File: config.mk
export PLATFORM = sky130hd
export DESIGN_NAME = pipeline_ctrl
export DESIGN_NICKNAME = d
export VERILOG_FILES = /design/src/rtl/pipe_ctrl_pkg.sv /design/src/rtl/hazard_detect.sv /design/src/rtl/pipeline_ctrl.sv
export SDC_FILE = /design/constraint.sdc
export NUM_CORES = 1
export LEC_CHECK = 0
export ABC_AREA = 1
export CORE_ASPECT_RATIO = 1.75
export CORE_MARGIN = 5
export CORE_UTILIZATION = 64
export DETAILED_ROUTE_END_ITERATION = 10
export DONT_BUFFER_PORTS = 1
export GPL_ROUTABILITY_DRIVEN = 1
export HOLD_SLACK_MARGIN = 0.05
export PLACE_DENSITY = 0.79
export SETUP_SLACK_MARGIN = 0.15
export SLEW_MARGIN = 15
export SYNTH_ARGS = -nofsm -noshare
export SYNTH_HDL_FRONTEND = slang
export SYNTH_SLANG_ARGS = --single-unit
File: constraint.sdc
create_clock -name clk -period 5.4 [get_ports clk]
set_input_delay 1.08 -clock clk [delete_from_list [all_inputs] [get_ports clk]]
set_output_delay 1.08 -clock clk [all_outputs]
set_load 0.05 [all_outputs]
File: src/rtl/pipe_ctrl_pkg.sv
// Shared definitions for the pipeline hazard/stall controller.
package pipe_ctrl_pkg;

  typedef enum logic [1:0] {
    RUN      = 2'd0,
    MEM_WAIT = 2'd1,
    HALT     = 2'd2
  } state_t;

  localparam int MEM_TIMEOUT_DEF = 16;
  localparam int CNT_W_DEF       = 32;

  // Enable vector order: {pc, if_id, id_ex, ex_mem, mem_wb}
  localparam logic [4:0] EN_ALL      = 5'b11111;
  localparam logic [4:0] EN_LOAD_USE = 5'b00111;
  localparam logic [4:0] EN_NONE     = 5'b00000;

  // Flush vector order: {if_id, id_ex, ex_mem}
  localparam logic [2:0] FL_ALL      = 3'b111;
  localparam logic [2:0] FL_LOAD_USE = 3'b010;
  localparam logic [2:0] FL_NONE     = 3'b000;

endpackage

File: src/rtl/hazard_detect.sv
// Load-use hazard compare between the load in EX and the sources in ID.
module hazard_detect (
  input  logic       memread,
  input  logic [4:0] rd,
  input  logic [4:0] rs1,
  input  logic [4:0] rs2,
  output logic       hazard
);

  // x0 is hard-wired zero, so a load targeting it never creates a dependency.
  assign hazard = memread && (rd != 5'd0) && ((rd == rs1) || (rd == rs2));

endmodule

File: src/rtl/pipeline_ctrl.sv
// Pipeline controller: load-use stalls, MEM-stage redirects, data-memory
// freeze with timeout, and saturating stall/flush performance counters.
module pipeline_ctrl
  import pipe_ctrl_pkg::*;
#(
  parameter int CNT_W       = CNT_W_DEF,
  parameter int MEM_TIMEOUT = MEM_TIMEOUT_DEF
) (
  input  logic             clk,
  input  logic             arst,
  input  logic             id_ex_memread,
  input  logic [4:0]       id_ex_rd,
  input  logic [4:0]       if_id_rs1,
  input  logic [4:0]       if_id_rs2,
  input  logic             redirect_mem,
  input  logic             mem_access,
  input  logic             mem_ready,
  output logic             en_pc,
  output logic             en_if_id,
  output logic             en_id_ex,
  output logic             en_ex_mem,
  output logic             en_mem_wb,
  output logic             flush_if_id,
  output logic             flush_id_ex,
  output logic             flush_ex_mem,
  output logic             pc_sel_redirect,
  output logic [CNT_W-1:0] stall_cnt,
  output logic [CNT_W-1:0] flush_cnt,
  output logic             err
);

  localparam int WAIT_W = $clog2(MEM_TIMEOUT + 1) + 1;

  state_t            state;
  logic [WAIT_W-1:0] wait_cnt;
  logic [WAIT_W-1:0] wait_nxt;
  logic              load_use;
  logic              active;
  logic [4:0]        en_vec;
  logic [2:0]        fl_vec;
  logic              redirect;

  hazard_detect u_hazard_detect (
    .memread (id_ex_memread),
    .rd      (id_ex_rd),
    .rs1     (if_id_rs1),
    .rs2     (if_id_rs2),
    .hazard  (load_use)
  );

  assign wait_nxt = wait_cnt + WAIT_W'(1);

  // Outputs follow the registered state and live inputs; reset forces them low.
  always_comb begin
    active   = 1'b0;
    en_vec   = EN_NONE;
    fl_vec   = FL_NONE;
    redirect = 1'b0;
    if (!arst) begin
      case (state)
        RUN:      active = !(mem_access && !mem_ready);
        MEM_WAIT: active = mem_ready;
        default:  active = 1'b0;
      endcase
    end
    if (active) begin
      if (redirect_mem) begin
        en_vec   = EN_ALL;
        fl_vec   = FL_ALL;
        redirect = 1'b1;
      end else if (load_use) begin
        en_vec = EN_LOAD_USE;
        fl_vec = FL_LOAD_USE;
      end else begin
        en_vec = EN_ALL;
      end
    end
  end

  assign {en_pc, en_if_id, en_id_ex, en_ex_mem, en_mem_wb} = en_vec;
  assign {flush_if_id, flush_id_ex, flush_ex_mem}          = fl_vec;
  assign pc_sel_redirect                                   = redirect;
  assign err                                               = (state == HALT);

  always_ff @(posedge clk or posedge arst) begin
    if (arst) begin
      state     <= RUN;
      wait_cnt  <= '0;
      stall_cnt <= '0;
      flush_cnt <= '0;
    end else begin
      case (state)
        RUN: begin
          if (mem_access && !mem_ready) begin
            state    <= MEM_WAIT;
            wait_cnt <= WAIT_W'(1);
          end
        end
        MEM_WAIT: begin
          if (mem_ready) begin
            state    <= RUN;
            wait_cnt <= '0;
          end else begin
            // wait_cnt counts frozen cycles including the current one.
            wait_cnt <= wait_nxt;
            if (wait_nxt >= WAIT_W'(MEM_TIMEOUT)) state <= HALT;
          end
        end
        HALT:    state <= HALT;
        default: state <= RUN;
      endcase

      if (!en_vec[4] && (stall_cnt != {CNT_W{1'b1}})) stall_cnt <= stall_cnt + CNT_W'(1);
      if (redirect && (flush_cnt != {CNT_W{1'b1}})) flush_cnt <= flush_cnt + CNT_W'(1);
    end
  end

endmodule

# == Word-level counts from Yosys, hierarchy flattened ==
# Index checks and enable logic that the tools add are counted.
# totals
ff_bits,72
# classes
n_mux,17
addsub,3
n_reduce_logical,14
n_eq_ne,8
n_lt_le_gt_ge,1
# op_table
operator,count
$add A32 B1 Y32 const B,2
$ne A32 B32 Y1 const B,2
$mux W5,3
$mux W6,2
$pmux W6 S2,1
$eq A5 B5 Y1,2
$mux W2,4
$add A6 B1 Y6 const B,1
$ge A6 B5 Y1 const B,1
$mux W3,2
$pmux W2 S3,1
$logic_and A1 B1 Y1,5
$reduce_bool A5 Y1,1
$reduce_and A2 Y1,2
$logic_not A1 Y1,3
$mux W1,3
$ne A3 B3 Y1 const B,1
$eq A2 B1 Y1 const B,1
$eq A2 B2 Y1 const B,1
$logic_not A2 Y1,1
$ne A2 B2 Y1 const B,1
$pmux W1 S2,1
$reduce_bool A2 Y1,1
$logic_or A1 B1 Y1,1

# == Longest topological paths before layout ==
# logic_depth
ltp_word,8
ltp_mapped,12
depth_no_buf,12

# == Cells and area by module ==
# From an unflattened synthesis, not the netlist that was laid out.
# unflattened
hier_cells,816
area_unflattened_um2,4984.8
# by_module_without_submodules
module,cells_per_inst,instances,seq_area_each_um2,area_per_inst_um2
pipeline_ctrl,771,1,1801.7,4789.6
hazard_detect,45,1,0.0,195.2

# == Worst setup path after synthesis ==
# Ideal clock, no wire load.
# synth_path
path_type,input-to-output
from,in arst
to,out en_pc
t_required_ns,4.320
path_slack_ns,0.003
arrival_ns,4.317
n_path_buf,2
stages,7
path_cell_list,inv_1 nand3_1 inv_1 nand2_2 buf_2 inv_1 buf_4
# synth_between
elab_chain_len,2
# synth_lines
item,line,rtl
from (decl),pipeline_ctrl.sv:10,"input logic arst,"
$mux W1,pipeline_ctrl.sv:59,if (!arst) begin
$mux W5,pipeline_ctrl.sv:66,if (active) begin
to (decl),pipeline_ctrl.sv:18,"output logic en_pc,"
# No other way between the ends.

# == Final worst setup path ==
# layout_path
from,in mem_access
to,reg flush_cnt[24]
# layout_between
elab_chain_len,6
# layout_lines
item,line,rtl
from (decl),pipeline_ctrl.sv:16,"input logic mem_access,"
$logic_and A1 B1 Y1,pipeline_ctrl.sv:61,RUN: active = !(mem_access && !mem_ready);
$logic_not A1 Y1,pipeline_ctrl.sv:61,
$pmux W1 S2,pipeline_ctrl.sv:60,case (state)
$mux W1,pipeline_ctrl.sv:59,
$mux W1,pipeline_ctrl.sv:66,
$logic_and A1 B1 Y1,pipeline_ctrl.sv:114,if (redirect && (flush_cnt != {CNT_W{1'b1}})) flush_cnt <= flush_cnt + CNT_W'(1);
to (signal assigned),pipeline_ctrl.sv:114,
to (decl),pipeline_ctrl.sv:28,"output logic [CNT_W-1:0] flush_cnt,"
# No other way between the ends.
# A chain may end at the register's enable or synchronous reset.

==> metrics.cfg <==
[placement]
dpl-instance-area_um2=4800
dp.cells=778
dp_slack_ns=1.62
port_buffers=0
gp_congestion=0.960
dp_hpwl_um=10200

[routing]
drt_iter0_drc=234
avgRoutedWirePerCell_um=16.9
vias=4449
routed_wl_um=13400
via_per_inst=5.61
drc=0
ant_nets=0
first_pass_iters=5

[critical_path]
cp_max_fo=36
start_kind=primary input
crit_slowest_cell=nor2_4
cp-end-kind=register
arrival_ns=3.61
rrSetupSlack_ns=2.31
critPathRequiredTime_ns=5.62
path_cells=o21ai_0 -> nand3_1 -> nor2_4 -> nand2_2 -> inv_2 -> nand2_1 -> xor2_1
slowest_delay_ns=0.79
path_class=primary input to register

[flow_run]
maxCapViolCount=0

[layout]
areaGrowthSynthToFinish_pct=6.41
drive_gt1_share_pct=6.22
fin_cells=793
diodes=0
layout.nets=727
fin_area_um2=5070

[floorplan]
start_util_pct=65.9
io-pin-count=95
row_count=41
core_um2=7230
die_area_um2=9340
fp.dieW_um=75.2
die_h_um=124

[global_route]
use_met1_pct=31.1
grt_usage_pct=31.0
grt_pass1_wl_um=21400
antenna_found_initial=0
grt_overflow=0
grt_max_degree=73
grt_pass1_vias=4420
grtUsageMet2_pct=53.8
top_usage_layer=met2
use_met3_pct=8.56

[yosys]
synth_most_common_cell=nand2_1
netlist_area_um2=4770
ys_ff_latch=72
post-synth-top-area-fraction_pct=37.8
ys_seq_area_share_pct=37.8
synth_fp_nets=729
yosysTopAreaCell=dfrtp_1
synth-warning-count=0
synthTopCellsByArea=dfrtp_1, nand2_1, xor2_1
synth.avg_cell_area_um2=6.76
synth_edf_count=0
synth_common_cells=nand2_1, nor2_1, dfrtp_1, inv_1, nand3_1
synthArstFlopShare_pct=100
synthDistinctLibCells=28
syn_inst=705
synthFlopType=dfrtp_1

[timing]
final_hold_viol_count=0
fin_skew_ns=0.00744
grt_setup_unrepaired=no
drv_slew=0
layout_setup_ws_ns=2.01
tns_ns=0
finalSetupViolCount=0
worst_pin_slew_ns=0.981
min_period_over_period_pct=62.8
period_needed_ns=3.39
relSlewSlack_pct=34.4
fmax_ghz=0.295

[cts]
clock-sinks=72
cts.clk_slew.worst_paths_ns=0.06
htree_levels=3
cts_hold_buffers=0
cts_resized=0
cts_tree=yes
clock_latency_ns=0.34
cts_buffers=9
post_cts_buffers=0
clockRootBuffer=clkbuf_16
cts_max_path_buffers=2

[power_and_ir_drop]
p_leak_nw=2.44
power.share.clock_pct=32.7
power_frac_seq_pct=52.6
switching_power_mw=0.695
ir_worst_vdd_uv=204
swShare_pct=41.0
intPower_mw=1.00
cellPowerDensity_nw_per_um2=334
comb_power_share_pct=14.7
total_power_mw=1.69

[min_path]
worstHoldPathType=register to register

[run_status]
status=complete, no violations

## power groups by stage
| stage | Combinational, mW | Sequential [mW] | Clock [mW] |
|---|---|---|---|
| after CTS | 0.250 | 0.892 | 0.559 |
| after floorplan | 0.209 | 0.872 | 0 |
| after global routing | 0.284 | 0.901 | 0.589 |
| after detailed placement | 0.249 | 0.901 | 0 |
| final | 0.250 | 0.891 | 0.554 |
| after global placement | 0.240 | 0.899 | 0 |
## kinds of logic after synthesis
kind of cell / Yosys count / share of synthesized area, %
adders and majority gates: 3 / 0.788
and+or+nand+nor: 459 / 40.7
DFF: 72 / 37.8
buffers and inverters: 94 / 8.61
xor gates and xnor gates: 50 / 9.19
AOI/OAI and AO/OA: 27 / 2.86
## path summary, 6_finish.rpt
| path | start | endpoint | depth (start not counted) |
|---|---|---|---|
| setup / recovery | mem_access | flush_cnt[24] | 7 |
| hold / removal | state[0] | state[0] | 1 |
| setup reg to reg | state[0] | flush_cnt[24] | 7 |
| hold reg to reg | state[0] | state[0] | 1 |
| max in group asynchronous | arst | stall_cnt[13] | 2 |
| min in group asynchronous | arst | wait_cnt[2] | 2 |
## layer usage
layer	vias up	wire, um
met2	166	7110
met1	2049	4500
met3	58	870
li1	2176	-
met4	0	951
met5	-	0
## worst max-delay path: cells and delay by family
kind	cells	cell delay, ns
buf+inv	1	0.60
xor+xnor	1	0.18
simple gates	4	1.59
compound gates	1	0.15
## registers in the layout, summed over array words and instances, names as in the netlist
signal and count:
wait_cnt 6, stall_cnt 32, flush_cnt 32, state 2
## placed cells by master (no fill, tap or decap), drive strengths merged
cell type and count:
nand2 282, nor2 86, inv 75, dfrtp 72
nand3 47, xor2 35, nor3 25, o21ai 19
xnor2 15, nand4 11, clkbuf 11, a21oi 7
nand3b 7, buf 5, clkinvlp 4, ha 3
and3 1, o22ai 1, clkinv 1
## per-stage QoR
step / hold WS [ns] / utilization, %
after floorplan: 0.469 / -
after global placement: 0.489 / 66.3
after detailed placement: 0.523 / 66.3
after CTS: 0.537 / 70.1
after global routing: 0.558 / 70.1
final: 0.537 / 70.1
## final cells by class
class,count,area [um^2]
Sequential cell,72,1800
Clock buffer,11,243
Multi-Input combinational cell,539,2560
Timing Repair Buffer,5,37.5
Clock inverter,4,31.3
Fill cell,612,2160
Tap cell,86,108
Inverter,76,289
No activity file was read; power rests on OpenSTA's default activity.
